===== src/rtl/muldiv_unit.sv =====
// muldiv_unit: iterative RV32M multiply/divide with valid/ready handshakes and flush.
// Define MULDIV_FAST_MUL_EN to compute MUL* ops in a single cycle at accept.
module muldiv_unit #(
   parameter int XLEN   = 32,
   parameter int UNROLL = 1
) (
   input  logic            i_clk,
   input  logic            i_reset,
   input  logic            i_valid,
   output logic            o_ready,
   input  logic [2:0]      i_op,
   input  logic [XLEN-1:0] i_operand_a,
   input  logic [XLEN-1:0] i_operand_b,
   input  logic [4:0]      i_rd_addr,
   input  logic            i_invalidate,
   output logic            o_valid,
   input  logic            i_ready,
   output logic [XLEN-1:0] o_rd_data,
   output logic [4:0]      o_rd_addr,
   output logic            o_busy
);
   localparam int K  = XLEN / UNROLL;
   localparam int CW = K > 1 ? $clog2(K) : 1;
   typedef enum logic [1:0] {IDLE, CALC, FIX, DONE} state_t;
   state_t            r_state, w_next;
   logic [2:0]        r_op;
   logic [4:0]        r_rd, r_rd_out;
   logic [CW-1:0]     r_cnt;
   logic              r_neg, r_aneg, r_spec;
   logic [2*XLEN-1:0] r_acc, w_init, w_step, w_prod;
   logic [XLEN-1:0]   r_b, r_data, w_abs_a, w_abs_b, w_spec_res, w_fix, w_quo, w_rem;
   logic [XLEN:0]     w_sum, w_diff;
   logic              w_accept, w_asg, w_bsg, w_aneg, w_bneg, w_bz, w_ovf, w_special;
   assign w_accept   = i_valid & (r_state == IDLE) & ~i_invalidate;
   assign w_asg      = i_op[2] ? ~i_op[0] : (i_op[1] ^ i_op[0]);
   assign w_bsg      = i_op[2] ? ~i_op[0] : (i_op == 3'd1);
   assign w_aneg     = w_asg & i_operand_a[XLEN-1];
   assign w_bneg     = w_bsg & i_operand_b[XLEN-1];
   assign w_abs_a    = w_aneg ? -i_operand_a : i_operand_a;
   assign w_abs_b    = w_bneg ? -i_operand_b : i_operand_b;
   assign w_bz       = i_operand_b == '0;
   assign w_ovf      = ~i_op[0] & (i_operand_a == {1'b1, {(XLEN-1){1'b0}}}) & (&i_operand_b);
   assign w_special  = i_op[2] & (w_bz | w_ovf);
   assign w_spec_res = i_op[1] ? (w_bz ? i_operand_a : '0) : (w_bz ? '1 : i_operand_a);
`ifdef MULDIV_FAST_MUL_EN
   logic w_fast;
   assign w_fast = ~i_op[2];
   assign w_init = w_special ? {{XLEN{1'b0}}, w_spec_res}
                 : w_fast    ? {{XLEN{1'b0}}, w_abs_a} * {{XLEN{1'b0}}, w_abs_b}
                 :             {{XLEN{1'b0}}, w_abs_a};
`else
   logic w_fast;
   assign w_fast = 1'b0;
   assign w_init = w_special ? {{XLEN{1'b0}}, w_spec_res} : {{XLEN{1'b0}}, w_abs_a};
`endif
   // r_acc holds {hi, lo} of the product, or {remainder, quotient} while dividing
   always_comb begin
      w_step = r_acc;
      w_sum  = '0;
      w_diff = '0;
      for (int i = 0; i < UNROLL; i++) begin
         if (r_op[2]) begin
            w_diff = w_step[2*XLEN-1:XLEN-1] - {1'b0, r_b};
            w_step = w_diff[XLEN] ? {w_step[2*XLEN-2:0], 1'b0}
                                  : {w_diff[XLEN-1:0], w_step[XLEN-2:0], 1'b1};
         end else begin
            w_sum  = {1'b0, w_step[2*XLEN-1:XLEN]} + {1'b0, {XLEN{w_step[0]}} & r_b};
            w_step = {w_sum, w_step[XLEN-1:1]};
         end
      end
   end
   assign w_prod = r_neg ? -r_acc : r_acc;
   assign w_rem  = r_acc[2*XLEN-1:XLEN];
   assign w_quo  = r_acc[XLEN-1:0];
   assign w_fix  = r_spec           ? r_acc[XLEN-1:0]
                 : ~r_op[2]         ? (r_op[1:0] == 2'd0 ? w_prod[XLEN-1:0] : w_prod[2*XLEN-1:XLEN])
                 : r_op[1]          ? (r_aneg ? -w_rem : w_rem)
                 :                    (r_neg ? -w_quo : w_quo);
   always_comb begin
      w_next = r_state;
      unique case (r_state)
         IDLE: if (w_accept) w_next = (w_special | w_fast) ? FIX : CALC;
         CALC: if (r_cnt == '0) w_next = FIX;
         FIX:  w_next = DONE;
         DONE: if (i_ready) w_next = IDLE;
      endcase
      if (i_invalidate) w_next = IDLE;
   end
   always_ff @(posedge i_clk) begin
      if (i_reset) begin
         r_state  <= IDLE;
         r_data   <= '0;
         r_rd_out <= '0;
         r_op     <= '0;
         r_rd     <= '0;
         r_cnt    <= '0;
         r_neg    <= 1'b0;
         r_aneg   <= 1'b0;
         r_spec   <= 1'b0;
         r_acc    <= '0;
         r_b      <= '0;
      end else begin
         r_state <= w_next;
         if (w_accept) begin
            r_op   <= i_op;
            r_rd   <= i_rd_addr;
            r_cnt  <= CW'(K - 1);
            r_neg  <= w_aneg ^ w_bneg;
            r_aneg <= w_aneg;
            r_spec <= w_special;
            r_acc  <= w_init;
            r_b    <= w_abs_b;
         end else if (r_state == CALC) begin
            r_acc <= w_step;
            r_cnt <= r_cnt - CW'(1);
         end
         if (r_state == FIX) begin
            r_data   <= w_fix;
            r_rd_out <= r_rd;
         end
      end
   end
   assign o_ready   = r_state == IDLE;
   assign o_busy    = r_state != IDLE;
   assign o_valid   = r_state == DONE;
   assign o_rd_data = r_data;
   assign o_rd_addr = r_rd_out;
endmodule


===== config.mk =====
export PLATFORM = sky130hd
export DESIGN_NAME = muldiv_unit
export DESIGN_NICKNAME = d
export VERILOG_FILES = /design/src/rtl/muldiv_unit.sv
export SDC_FILE = /design/constraint.sdc
export NUM_CORES = 1
export LEC_CHECK = 0
export BUFFER_PORTS_ARGS = -buffer_cell sky130_fd_sc_hd__buf_2
export CAP_MARGIN = 20
export CELL_PAD_IN_SITES_DETAIL_PLACEMENT = 1
export CELL_PAD_IN_SITES_GLOBAL_PLACEMENT = 1
export CORE_MARGIN = 2
export CORE_UTILIZATION = 40
export CTS_CLUSTER_DIAMETER = 30
export DETAILED_ROUTE_END_ITERATION = 6
export GPL_TIMING_DRIVEN = 1
export PLACE_DENSITY = 0.79
export SKIP_CTS_REPAIR_TIMING = 1
export SKIP_LAST_GASP = 1
export SYNTH_ARGS = -nofsm -noshare
export SYNTH_HDL_FRONTEND = slang
export SYNTH_SLANG_ARGS = --single-unit
export TNS_END_PERCENT = 50

===== constraint.sdc =====
create_clock -name i_clk -period 10.4 [get_ports i_clk]
set_input_delay 1.04 -clock i_clk [delete_from_list [all_inputs] [get_ports i_clk]]
set_output_delay 1.04 -clock i_clk [all_outputs]
set_load 0.005 [all_outputs]

== Word-level counts from Yosys, hierarchy flattened ==
Cells that the tools add are included.

* Equal/unequal tests: 8
* Bitwise gates (word level): 13
* Reduce and logical (&&, ||, !) cells: 9
* Muxes and demuxes: 26
* Add/subtract/negate cells: 8

{| class="wikitable"
|+ Operators with widths
! cell !! number
|-
| $mux W32 || 12
|-
| $mux W64 || 5
|-
| $neg A32 Y32 || 4
|-
| $neg A64 Y64 || 1
|-
| $add A32 B32 Y33 || 1
|-
| $sub A33 B32 Y33 || 1
|-
| $and A32 B32 Y32 || 1
|-
| $eq A32 B32 Y1 const B || 1
|-
| $logic_not A32 Y1 || 1
|-
| $reduce_and A32 Y1 || 1
|-
| $mux W5 || 2
|-
| $mux W2 || 4
|-
| $pmux W2 S4 || 1
|-
| $and A1 B1 Y1 || 7
|-
| $logic_not A5 Y1 || 1
|-
| $sub A5 B1 Y5 const B || 1
|-
| $eq A2 B2 Y1 const B || 2
|-
| $logic_not A2 Y1 || 2
|-
| $ne A2 B1 Y1 const B || 2
|-
| $reduce_bool A2 Y1 || 2
|-
| $eq A3 B1 Y1 const B || 1
|-
| $reduce_and A3 Y1 || 1
|-
| $eq A2 B1 Y1 const B || 1
|-
| $mux W1 || 2
|-
| other kinds (5) || 7
|}

* Output and inout port bits: 40
* Bits of input ports: 77
* Bits in registers: 151
* Word-level logic and storage cells: 75

== Depth between registers and ports, before layout ==
Gate-level depths: netlist (run 1).

* Depth in word-level cells: 8
* Mapped depth: 17
* Gate-level depth less buffers: 15

== Worst setup path before layout (run 1) ==
Ideal clock, no wire load.

* Path kind: input -> register
* Start: input port i_operand_b[6]
* End: register r_acc[14]
* Data required time: 10.272 ns
* Cell stages on the path: 10
* Setup time: 0.128 ns
* Buffers on the path: 1
* Arrival time: 3.857 ns
* Setup slack: 6.415 ns
* Path through: or4_4 > or3_4 > or4_4 > nor2b_4 > nor4b_4 > nand2_1 > clkbuf_1 > a221o_1 > a21oi_1 > nor2_1

* Word-level cells in the longest chain between the ends: 6
* Elaborated cells between the ends (all ways): 10
* Classes of those cells: mux (5); bitwise (3); reduce/logical (2)

{| class="wikitable"
|+ Ends and longest elaborated chain
! what !! line !! source
|-
| start: declaration || 13 || <nowiki>input logic [XLEN-1:0] i_operand_b,</nowiki>
|-
| $reduce_and A32 Y1 || 42 || <nowiki>assign w_ovf = ~i_op[0] & (i_operand_a == {1'b1, {(XLEN-1){1'b0}}}) & (&i_operand_b);</nowiki>
|-
| $and A1 B1 Y1 || 42 ||
|-
| $or A1 B1 Y1 || 43 || <nowiki>assign w_special = i_op[2] & (w_bz | w_ovf);</nowiki>
|-
| $and A1 B1 Y1 || 43 ||
|-
| $mux W32 (*) || 54 || <nowiki>assign w_init = w_special ? {{XLEN{1'b0}}, w_spec_res} : {{XLEN{1'b0}}, w_abs_a};</nowiki>
|-
| $mux W64 (*) || 104 || <nowiki>if (w_accept) begin</nowiki>
|-
| end signal: assignment || 111 || <nowiki>r_acc <= w_init;</nowiki>
|-
| end signal: assignment || 114 || <nowiki>r_acc <= w_step;</nowiki>
|-
| end: declaration || 30 || <nowiki>logic [2*XLEN-1:0] r_acc, w_init, w_step, w_prod;</nowiki>
|}

Every way passes the cells marked *; elsewhere a longest branch is shown, timed or not.
A chain may end at the register's enable or synchronous reset.

== Worst setup path after layout (run 1) ==
* Start: input port i_operand_b[6]
* End: register r_acc[24]

Same word-level chain as after synthesis.

==> results_dict.tcl, run 1 <==
set metrics [dict create \
    grt_max_degree 90 \
    synth_seq_cells 151 \
    io_buffers 116 \
    max-vdd-ir-drop_mv 0.122 \
    worst_pin_slew_ns 1.11 \
    outcome "finished clean" \
    period_share_pct 48.4 \
    insertion_delay_ns 0.46 \
    cts_root_buffer "clkbuf_16" \
    cts_max_level 4 \
    synth_area_sq_mm 0.0148 \
    grt_pass1_wl_um 93000 \
    nets 2238 \
    antenna_found_initial 0 \
    p_per_area_mw_per_mm2 122 \
    syn_avg_cell_area_sq_um 7.06 \
    min_path_type "reg -> reg" \
    setup_violations 0 \
    crit_type "in -> reg" \
    power.internal_w 0.00123 \
    cp.arrival_ns 5.32 \
    numCtsBuffers 17 \
    synth_edf_count 0 \
    worst_slack_ns 5.37 \
    clk_path_buf_depth 2 \
    fillers 4677 \
    gp_congestion 0.963 \
    slew_headroom_pct 25.4 \
    fin_crit_ns 5.03 \
    fin_setup_tns_ns 0 \
    synthArstFlopShare_pct 0 \
    finalClockSkew_ns 0.0139 \
    cts_sinks 151 \
    fp.dieH_um 196 \
    final_antenna_net_count 0 \
    wl_per_cell_um 23.1 \
    dp_slack_ns 4.97 \
    max-cap-violations 0 \
    syn_to_final_growth_pct 9.26 \
    cts_tree "built" \
    synth_cells 2090 \
    synth-seq-area-share_pct 20.5 \
    ys_warn_count 0 \
    cp_max_fo 28 \
    layout-drive-gt1-share_pct 10.4 \
    antennaDiodeCount 0 \
    synth_flop_cell "dfxtp_1" \
    fp.dieW_um 196 \
    clkPwrFrac_pct 34.3 \
    cp-end-kind "flop" \
    gr-total-overflow 0 \
    io_pins 117 \
    finish.utilization_pct 44.2 \
    critPathLaunchType "primary input" \
    start_util_pct 40.5 \
    dieArea_sq_mm 0.0384 \
    clk_pin_slew_worst_paths_ns 0.07 \
    multiInputGateArea_sq_mm 0.0108 \
    drt_iter0_markers 1223 \
    dpl.hpwl_um 44200 \
    vias_per_cell 6.37 \
    core_sq_mm 0.0364 \
    final_hold_viol_count 0 \
    synth_cell_types 81 \
    p_switching_w 0.000741 \
    num_vias 16342 \
    critPathRequiredTime_ns 10.69 \
    p_comb_share_pct 31.5 \
    rsz0062_at_grt "no" \
    drtPass1Iterations 5 \
    slew_viol_final 0 \
    rows 70 \
    seq_power_share_pct 34.1 \
    drc 0 \
    seq_area_sq_mm 0.00303 \
    swShare_pct 37.6 \
    fmax_mhz 199 \
    p_leak_nw 6.25 \
    syn_nets 2245 \
    track_usage_pct 30.5 \
    wirelength_um 59100 \
    grt_pass1_vias 16480 \
]
-- Yosys cell counts (all sizes together), types with 5 or more instances --
cell type	count	share of area, %
o31ai	30	1.5
buf	16	0.53
nor4	22	0.93
a21o	27	1.4
o41ai	11	0.70
nor3	56	1.9
a311oi	9	0.53
nand3b	6	0.31
or2	15	0.64
o21a	13	0.66
nor3b	6	0.31
o21bai	7	0.36
ha	76	6.4
or4	22	1.2
and4	7	0.42
a31o	5	0.30
nand4	25	1.1
maj3	13	0.88
a2111oi	6	0.40
a21oi	202	6.9
nand2	186	4.7
o211ai	28	1.4
a221o	13	0.88
o21ai	182	6.2
a221oi	14	0.83
xor2	67	4.0
and2	8	0.34
or3	19	0.84
inv	70	1.8
nand3	21	0.71
a211oi	52	2.6
xnor2	95	5.6
o221ai	8	0.47
a31oi	18	0.76
mux2i	53	3.6
nor2b	14	0.64
nor2	234	6.0
o22ai	29	1.2
dfxtp	151	20
nand2b	26	1.1
clkbuf	151	3.9
a22oi	18	0.92
and3	13	0.55
-- cells by family after synthesis --
kind of cell,share of synthesized area (%)
AO/OA/AOI/OAI,30.1
AND/OR/NAND/NOR,22.2
buffers and inverters,6.19
XOR/XNOR,9.62
flip-flops,20.5
adder cells (fa/ha/maj),7.60
multiplexers,3.75
-- state kept, by name (all words and copies together) (netlist names) --
signal	flops
r_cnt	5
r_neg	1
r_acc	64
r_state	2
r_b	32
o_rd_data	32
o_rd_addr	5
r_spec	1
r_aneg	1
r_rd	5
r_op	3
-- area by class of cell --
class / instances / share of cell area [%]
clock buffers: 20 / 2.83
well taps: 468 / 3.63
repair buffers: 141 / 4.80
inverters: 71 / 1.65
clock inverters: 12 / 1.02
multi-input cells: 1701 / 67.3
flip-flops and latches: 151 / 18.8
-- worst max-delay path, stage by stage --
cell	delay, ns
buf_2	0.13
or4_4	0.54
or3_4	0.36
or4_4	0.57
nor2b_4	0.19
nor4b_4	0.87
and2_1	0.75
nor2_1	0.16
buf_4	0.26
o21ai_0	0.29
o22ai_1	0.14
-- layer usage --
layer	up-vias	part of all wire [%]	global-route usage (%)
li1	7594	-	-
met1	8008	45	40.4
met2	611	45	49.4
met3	129	6.8	4.93
met4	0	3.8	12.4
met5	-	0	0
-- power groups by stage --
stage                     clock, W  sequential [W]  combinational (W)
final                     0.000676        0.000672           0.000621
after global routing      0.000707        0.000675           0.000678
after detailed placement         0        0.000681           0.000603
after floorplan                  0        0.000644           0.000436
after CTS                 0.000682        0.000669           0.000608
after global placement           0        0.000680           0.000584
-- stage by stage --
| step | cell area (sq um) | cells | hold slack, ns | total power [W] |
|---|---|---|---|---|
| global placement | 15500 | 2531 | 0.441 | 0.00126 |
| finish | 16100 | 2564 | 0.460 | 0.00197 |
| CTS | 16100 | 2564 | 0.460 | 0.00196 |
| global route | 16100 | 2564 | 0.488 | 0.00206 |
| detailed placement | 15500 | 2532 | 0.452 | 0.00128 |
| floorplan | 14800 | 2090 | 0.432 | 0.00108 |
-- cells in the final DEF (no fill, tap or decap), types with 20 or more instances in the layout --
cell        n
a21o_1     27
dfxtp_1   149
o22ai_1    29
xor2_1     67
nor3_1     54
nand2b_1   26
ha_1       76
nor4_1     22
nand2_1   186
a21oi_1   202
nor2_1    230
buf_2     115
nand4_1    25
o31ai_1    30
or4_1      20
buf_4      25
o211ai_1   28
nand3_1    21
a211oi_1   52
mux2i_1    53
xnor2_1    94
o21ai_0   180
inv_1      69
-- worst paths after layout --
check	from	endpoint	slack (ns)	cells after the start
max	i_operand_b[6]	r_acc[24]$_SDFFE_PP0P_	5.37	11
min	o_rd_data[31]$_SDFFE_PP0P_	o_rd_data[31]$_SDFFE_PP0P_	0.46	2
max reg2reg	r_acc[31]$_SDFFE_PP0P_	r_acc[44]$_SDFFE_PP0P_	5.59	16
min reg2reg	o_rd_data[31]$_SDFFE_PP0P_	o_rd_data[31]$_SDFFE_PP0P_	0.46	2
Power figures use the tool's default switching activity.
==> inputs of run 2 (changes only) <==
Clock period 10.4 ns to 4.83 ns, I/O delays scaled along.
==> results_dict.tcl, run 2 (same netlist as run 1, synthesis figures left out) <==
set metrics [dict create \
    outcome "finished clean" \
    core_sq_mm 0.0364 \
    slew_headroom_pct 31.0 \
    grt_pass1_vias 16206 \
    wl_per_cell_um 22.9 \
    vias_per_cell 6.36 \
    period_share_pct 87.9 \
    rr_startpoint "r_acc[0]$_SDFFE_PP0P_" \
    antennaDiodeCount 0 \
    final_antenna_net_count 0 \
    track_usage_pct 30.7 \
    rows 70 \
    top_register "r_acc" \
    wirelength_um 59400 \
    whs_path_depth 3 \
    dieArea_sq_mm 0.0384 \
    max-vdd-ir-drop_mv 0.288 \
    cp.arrival_ns 4.65 \
    setup.reg_to_reg.worst_slack_ns 0.58 \
    finalClockSkew_ns 0.0162 \
    fin_setup_tns_ns 0 \
    start_util_pct 40.5 \
    slew_viol_final 0 \
    clk_path_buf_depth 2 \
    drc 0 \
    p_per_area_mw_per_mm2 257 \
    fp.dieH_um 196 \
    clk_pin_slew_worst_paths_ns 0.07 \
    drtPass1Iterations 5 \
    cts_root_buffer "clkbuf_16" \
    fillers 4672 \
    cts_max_level 4 \
    r2r_cells 15 \
    syn_to_final_growth_pct 10.6 \
    critPathRequiredTime_ns 5.23 \
    grt_max_degree 89 \
    power.internal_w 0.00254 \
    drt_iter0_markers 1431 \
    layout-drive-gt1-share_pct 11.6 \
    endpoint "r_acc[62]$_SDFFE_PP0P_" \
    postLayoutCellArea_sq_mm 0.0163 \
    instances_no_fill 2594 \
    gp_congestion 0.965 \
    finalHoldWorstSlack_ns 0.264 \
    p_switching_w 0.00165 \
    nets 2268 \
    antenna_found_initial 0 \
    seq_power_share_pct 34.2 \
    cp-end-kind "flop" \
    rsz0062_at_grt "no" \
    fin_crit_ns 4.25 \
    rr_endpoint "r_acc[62]$_SDFFE_PP0P_" \
    largest_reg_flops 64 \
    seq_area_sq_mm 0.00303 \
    p_leak_nw 6.40 \
    clkPwrFrac_pct 33.2 \
    swShare_pct 39.3 \
    setup_violations 0 \
    critPathLaunchType "flop" \
    dpl.hpwl_um 44600 \
    cp_max_fo 28 \
    final_common_cell "nor2_1" \
    final_cell_mix "nor2_1 (231), a21oi_1 (202), nand2_1 (186)" \
    worst_slack_ns 0.582 \
    final_hold_viol_count 0 \
    gr-total-overflow 0 \
    dp_slack_ns 0.625 \
    worst_pin_slew_ns 1.03 \
    io_pins 117 \
    worstSetupStartpoint "r_acc[0]$_SDFFE_PP0P_" \
    max-cap-violations 0 \
    place_area_sq_mm 0.0157 \
    multiInputGateArea_sq_mm 0.0108 \
    crit_type "reg -> reg" \
    numCtsBuffers 17 \
    grt_pass1_wl_um 93100 \
    fmax_mhz 235 \
    dp_cells 2561 \
    fp.dieW_um 196 \
    num_vias 16495 \
    insertion_delay_ns 0.46 \
    min_path_type "in -> reg" \
    cts_sinks 151 \
    p_comb_share_pct 32.6 \
    cts_tree "built" \
    io_buffers 116 \
]
==> run 2: final cells by class <==
class                   count  share of cell area, %
multi-input cells        1701                   66.5
flip-flops and latches    151                   18.5
repair buffers            171                   6.20
well taps                 468                   3.59
clock buffers              17                   2.61
inverters                  71                   1.63
clock inverters            15                  0.951
==> run 2: worst max-delay path: stages (launching register included) <==
cell and delay [ns]:
dfxtp_1 0.40, inv_1 0.22, buf_4 0.37, nor2_1 0.08
ha_1 0.36, a21oi_1 0.24, o211ai_1 0.13, a21oi_1 0.15
o21ai_0 0.23, a311o_1 0.47, a21oi_1 0.17, o21bai_1 0.14
a221oi_1 0.39, o21ai_0 0.29, or3_1 0.43, nand4_1 0.09
==> run 2: how the worst min path moves through the flow <==
stage	from	endpoint
after global routing	i_rd_addr[1]	r_rd[1]$_SDFFE_PP0P_
final	i_rd_addr[1]	r_rd[1]$_SDFFE_PP0P_
after detailed placement	o_rd_data[15]$_SDFFE_PP0P_	o_rd_data[15]$_SDFFE_PP0P_
after floorplan	r_b[31]$_SDFFE_PP0P_	r_b[31]$_SDFFE_PP0P_
after CTS	i_rd_addr[1]	r_rd[1]$_SDFFE_PP0P_
after global placement	r_rd[0]$_SDFFE_PP0P_	r_rd[0]$_SDFFE_PP0P_
==> run 2: stage by stage <==
stage	util (%)	power, W
after floorplan	-	0.00233
after global placement	43.1	0.00273
after detailed placement	43.1	0.00278
after CTS	44.7	0.00416
after global routing	44.8	0.00438
final	44.8	0.00419
==> run 2: power by group through the flow <==
stage                     registers (W)  logic (W)  clock network (W)
after floorplan                 0.00139   0.000939                  0
after global placement          0.00145    0.00128                  0
after detailed placement        0.00146    0.00132                  0
after CTS                       0.00143    0.00133            0.00140
after global routing            0.00144    0.00149            0.00145
final                           0.00143    0.00137            0.00139
==> run 2: metal layers <==
layer / track usage (%) / share of wire [%] / up-vias
li1: - / - / 7653
met3: 5.02 / 7.1 / 131
met1: 41.8 / 44 / 8031
met4: 11.6 / 3.5 / 0
met5: 0 / 0 / -
met2: 48.5 / 45 / 680
==> inputs of run 3 (changes only) <==
Settings changed: ABC_AREA set to 1, PLACE_DENSITY 0.79 to 0.83.
==> results_dict.tcl, run 3 <==
set metrics [dict create \
    crit_type "reg -> reg" \
    place_area_sq_mm 0.0192 \
    cts_root_buffer "clkbuf_16" \
    rr_startpoint "r_acc[31]$_SDFFE_PP0P_" \
    rsz0062_at_grt "no" \
    io_pins 117 \
    synth_seq_cells 151 \
    finalHoldWorstSlack_ns 0.262 \
    synth_flop_cell "dfxtp_1" \
    postLayoutCellArea_sq_mm 0.0198 \
    r2r_cells 18 \
    synth_cell_types 56 \
    wirelength_um 79000 \
    final_antenna_net_count 0 \
    worstSetupStartpoint "r_acc[31]$_SDFFE_PP0P_" \
    fp.dieW_um 218 \
    syn_to_final_growth_pct 7.96 \
    track_usage_pct 32.8 \
    wl_per_cell_um 19.9 \
    rows 78 \
    dpl.hpwl_um 61000 \
    path_buf_inv 2 \
    start_util_pct 40.5 \
    synth_common_cells "nand2_1 (1,035), inv_1 (412), nor2_1 (373)" \
    fin_setup_tns_ns 0 \
    ys_warn_count 0 \
    numCtsBuffers 17 \
    antennaDiodeCount 0 \
    min_path_type "in -> reg" \
    critPathRequiredTime_ns 5.21 \
    outcome "finished clean" \
    finalClockSkew_ns 0.0170 \
    cp_max_fo 31 \
    syn_avg_cell_area_sq_um 5.50 \
    total_power_w 0.00495 \
    final_hold_viol_count 0 \
    crit_family "simple AND/OR/NAND/NOR gates" \
    fmax_mhz 311 \
    cp-end-kind "flop" \
    synth_cells 3337 \
    dieArea_sq_mm 0.0476 \
    synthAdderAreaFrac_pct 5.46 \
    synthSimpleGateAreaFrac_pct 40.8 \
    crit_slowest_cell "fa_1" \
    endpoint "r_acc[49]$_SDFFE_PP0P_" \
    cts_max_level 4 \
    max-cap-violations 0 \
    synth_top_cell_by_area "nand2_1" \
    fp.dieH_um 218 \
    drc 0 \
    setup.reg_to_reg.worst_slack_ns 1.62 \
    drt_iter0_markers 1793 \
    max-vdd-ir-drop_mv 0.249 \
    synth_area_sq_mm 0.0183 \
    insertion_delay_ns 0.48 \
    cp_cell_sequence "inv_1, ha_1, fa_1, inv_1, nand3_1, nand2_1, nand2_1, nand2_2, nand2_1, nand2_2, nand2_2, nand2_2, nand2_2, nand2_4, nand2_1, nand3_1, nand2_1, a21oi_1" \
    clk_path_buf_depth 2 \
    final_cell_mix "nand2_1 (1,035), inv_1 (412), nor2_1 (370)" \
    synthMuxAreaShare_pct 0 \
    period_share_pct 66.5 \
    fin_crit_ns 3.21 \
    cts_sinks 151 \
    cp.arrival_ns 3.59 \
    finish.utilization_pct 43.7 \
    critPathLaunchType "flop" \
    setup_violations 0 \
    core_sq_mm 0.0453 \
    cp.depth 18 \
    p_per_area_mw_per_mm2 250 \
    slew_viol_final 0 \
    top_register "r_acc" \
    gr-total-overflow 0 \
    synthArstFlopShare_pct 0 \
    synth-compound-area-share_pct 19.7 \
    synth_edf_count 0 \
    synth.most_common_cell "nand2_1" \
    grt_pass1_wl_um 122000 \
    grt_max_degree 67 \
    synthXorXnorAreaFrac_pct 5.11 \
    cts_tree "built" \
    max_stage_delay_ns 0.45 \
    syn_nets 3492 \
    gp_congestion 1.01 \
    largest_reg_flops 64 \
    synthTopCellsByArea "nand2_1 (21%), dfxtp_1 (16%), inv_1 (8.4%), nor2_1 (7.6%), a21oi_1 (7.2%)" \
    p_leak_nw 9.90 \
    synth-seq-area-share_pct 16.5 \
    synth_top_area_share_pct 21.2 \
    worst_pin_slew_ns 1.08 \
    synth_top_family_by_area "simple AND/OR/NAND/NOR gates" \
    clk_pin_slew_worst_paths_ns 0.07 \
    rr_endpoint "r_acc[49]$_SDFFE_PP0P_" \
    nets 3512 \
    slew_headroom_pct 27.9 \
    io_buffers 116 \
    drtPass1Iterations 6 \
    layout-drive-gt1-share_pct 8.79 \
    num_vias 22463 \
    grt_pass1_vias 21715 \
    antenna_found_initial 0 \
    vias_per_cell 5.66 \
    final_common_cell "nand2_1" \
]
-- run 3: changes by cell type after synthesis, sizes merged, moves of 26 or more --
cell    before   now
nand2      186  1049
inv         70   422
nand3       21   269
nor2       234   391
a21oi      202   322
xnor2       95    26
clkbuf     151    90
mux2i       53     0
a211oi      52     1
o21ai      182   222
buf         16    52
o22ai       29     1
nand2b      26     0
-- run 3: layer usage --
layer  track usage (%)  wire [um]  vias to the layer above
li1                  -          -                    10769
met1              44.4      35300                    10689
met2              52.0      34800                      854
met3              5.27       6170                      151
met4              12.8       2710                        0
met5                 0          0                        -
-- run 3: power by group --
group          switching [W]  leakage, nW  total [W]  internal (W)
clock               0.000648        0.282    0.00142      0.000772
combinational        0.00143         8.39    0.00205      0.000618
sequential          0.000153         1.23    0.00149       0.00133
-- run 3: how the worst min path moves through the flow --
stage	start	to	slack, ns	depth (start not counted)
2_1_floorplan	r_rd[0]$_SDFFE_PP0P_	o_rd_addr[0]$_SDFFE_PP0P_	0.46	2
3_3_place_gp	o_rd_data[10]$_SDFFE_PP0P_	o_rd_data[10]$_SDFFE_PP0P_	0.45	2
3_5_place_dp	o_rd_data[14]$_SDFFE_PP0P_	o_rd_data[14]$_SDFFE_PP0P_	0.45	2
4_1_cts	i_rd_addr[0]	r_rd[0]$_SDFFE_PP0P_	0.25	3
5_1_grt	i_rd_addr[0]	r_rd[0]$_SDFFE_PP0P_	0.26	3
6_report	i_rd_addr[0]	r_rd[0]$_SDFFE_PP0P_	0.26	3
-- run 3: area by class of cell --
cell class	count	area [sq um]
Tap cell	600	751
Clock inverter	14	165
Timing Repair Buffer	144	798
Inverter	427	1600
Clock buffer	17	425
Sequential cell	151	3030
Fill cell	6644	25500
Multi-Input combinational cell	2616	13000
-- run 3: kinds of logic (layout without fill, tap and decap cells) --
| kind of cell | count (synthesis) | in the layout |
|---|---|---|
| DFF | 151 | 151 |
| AOI/OAI and AO/OA | 628 | 628 |
| adders and majority gates | 79 | 79 |
| xor gates and xnor gates | 107 | 107 |
| buffers and inverters | 570 | 602 |
| and+or+nand+nor | 1802 | 1802 |
-- run 3: tightest hold or removal path, stage by stage --
cell,delay [ns]
buf_2,0.07
o21ai_0,0.07
nor2_1,0.07
-- run 3: stage by stage --
| step | cells | setup WS (ns) |
|---|---|---|
| 3_3_place_gp | 3937 | 1.56 |
| 4_1_cts | 3968 | 1.70 |
| 3_5_place_dp | 3937 | 1.50 |
| 6_report | 3969 | 1.62 |
| 5_1_grt | 3969 | 1.34 |
| 2_1_floorplan | 3337 | 2.19 |
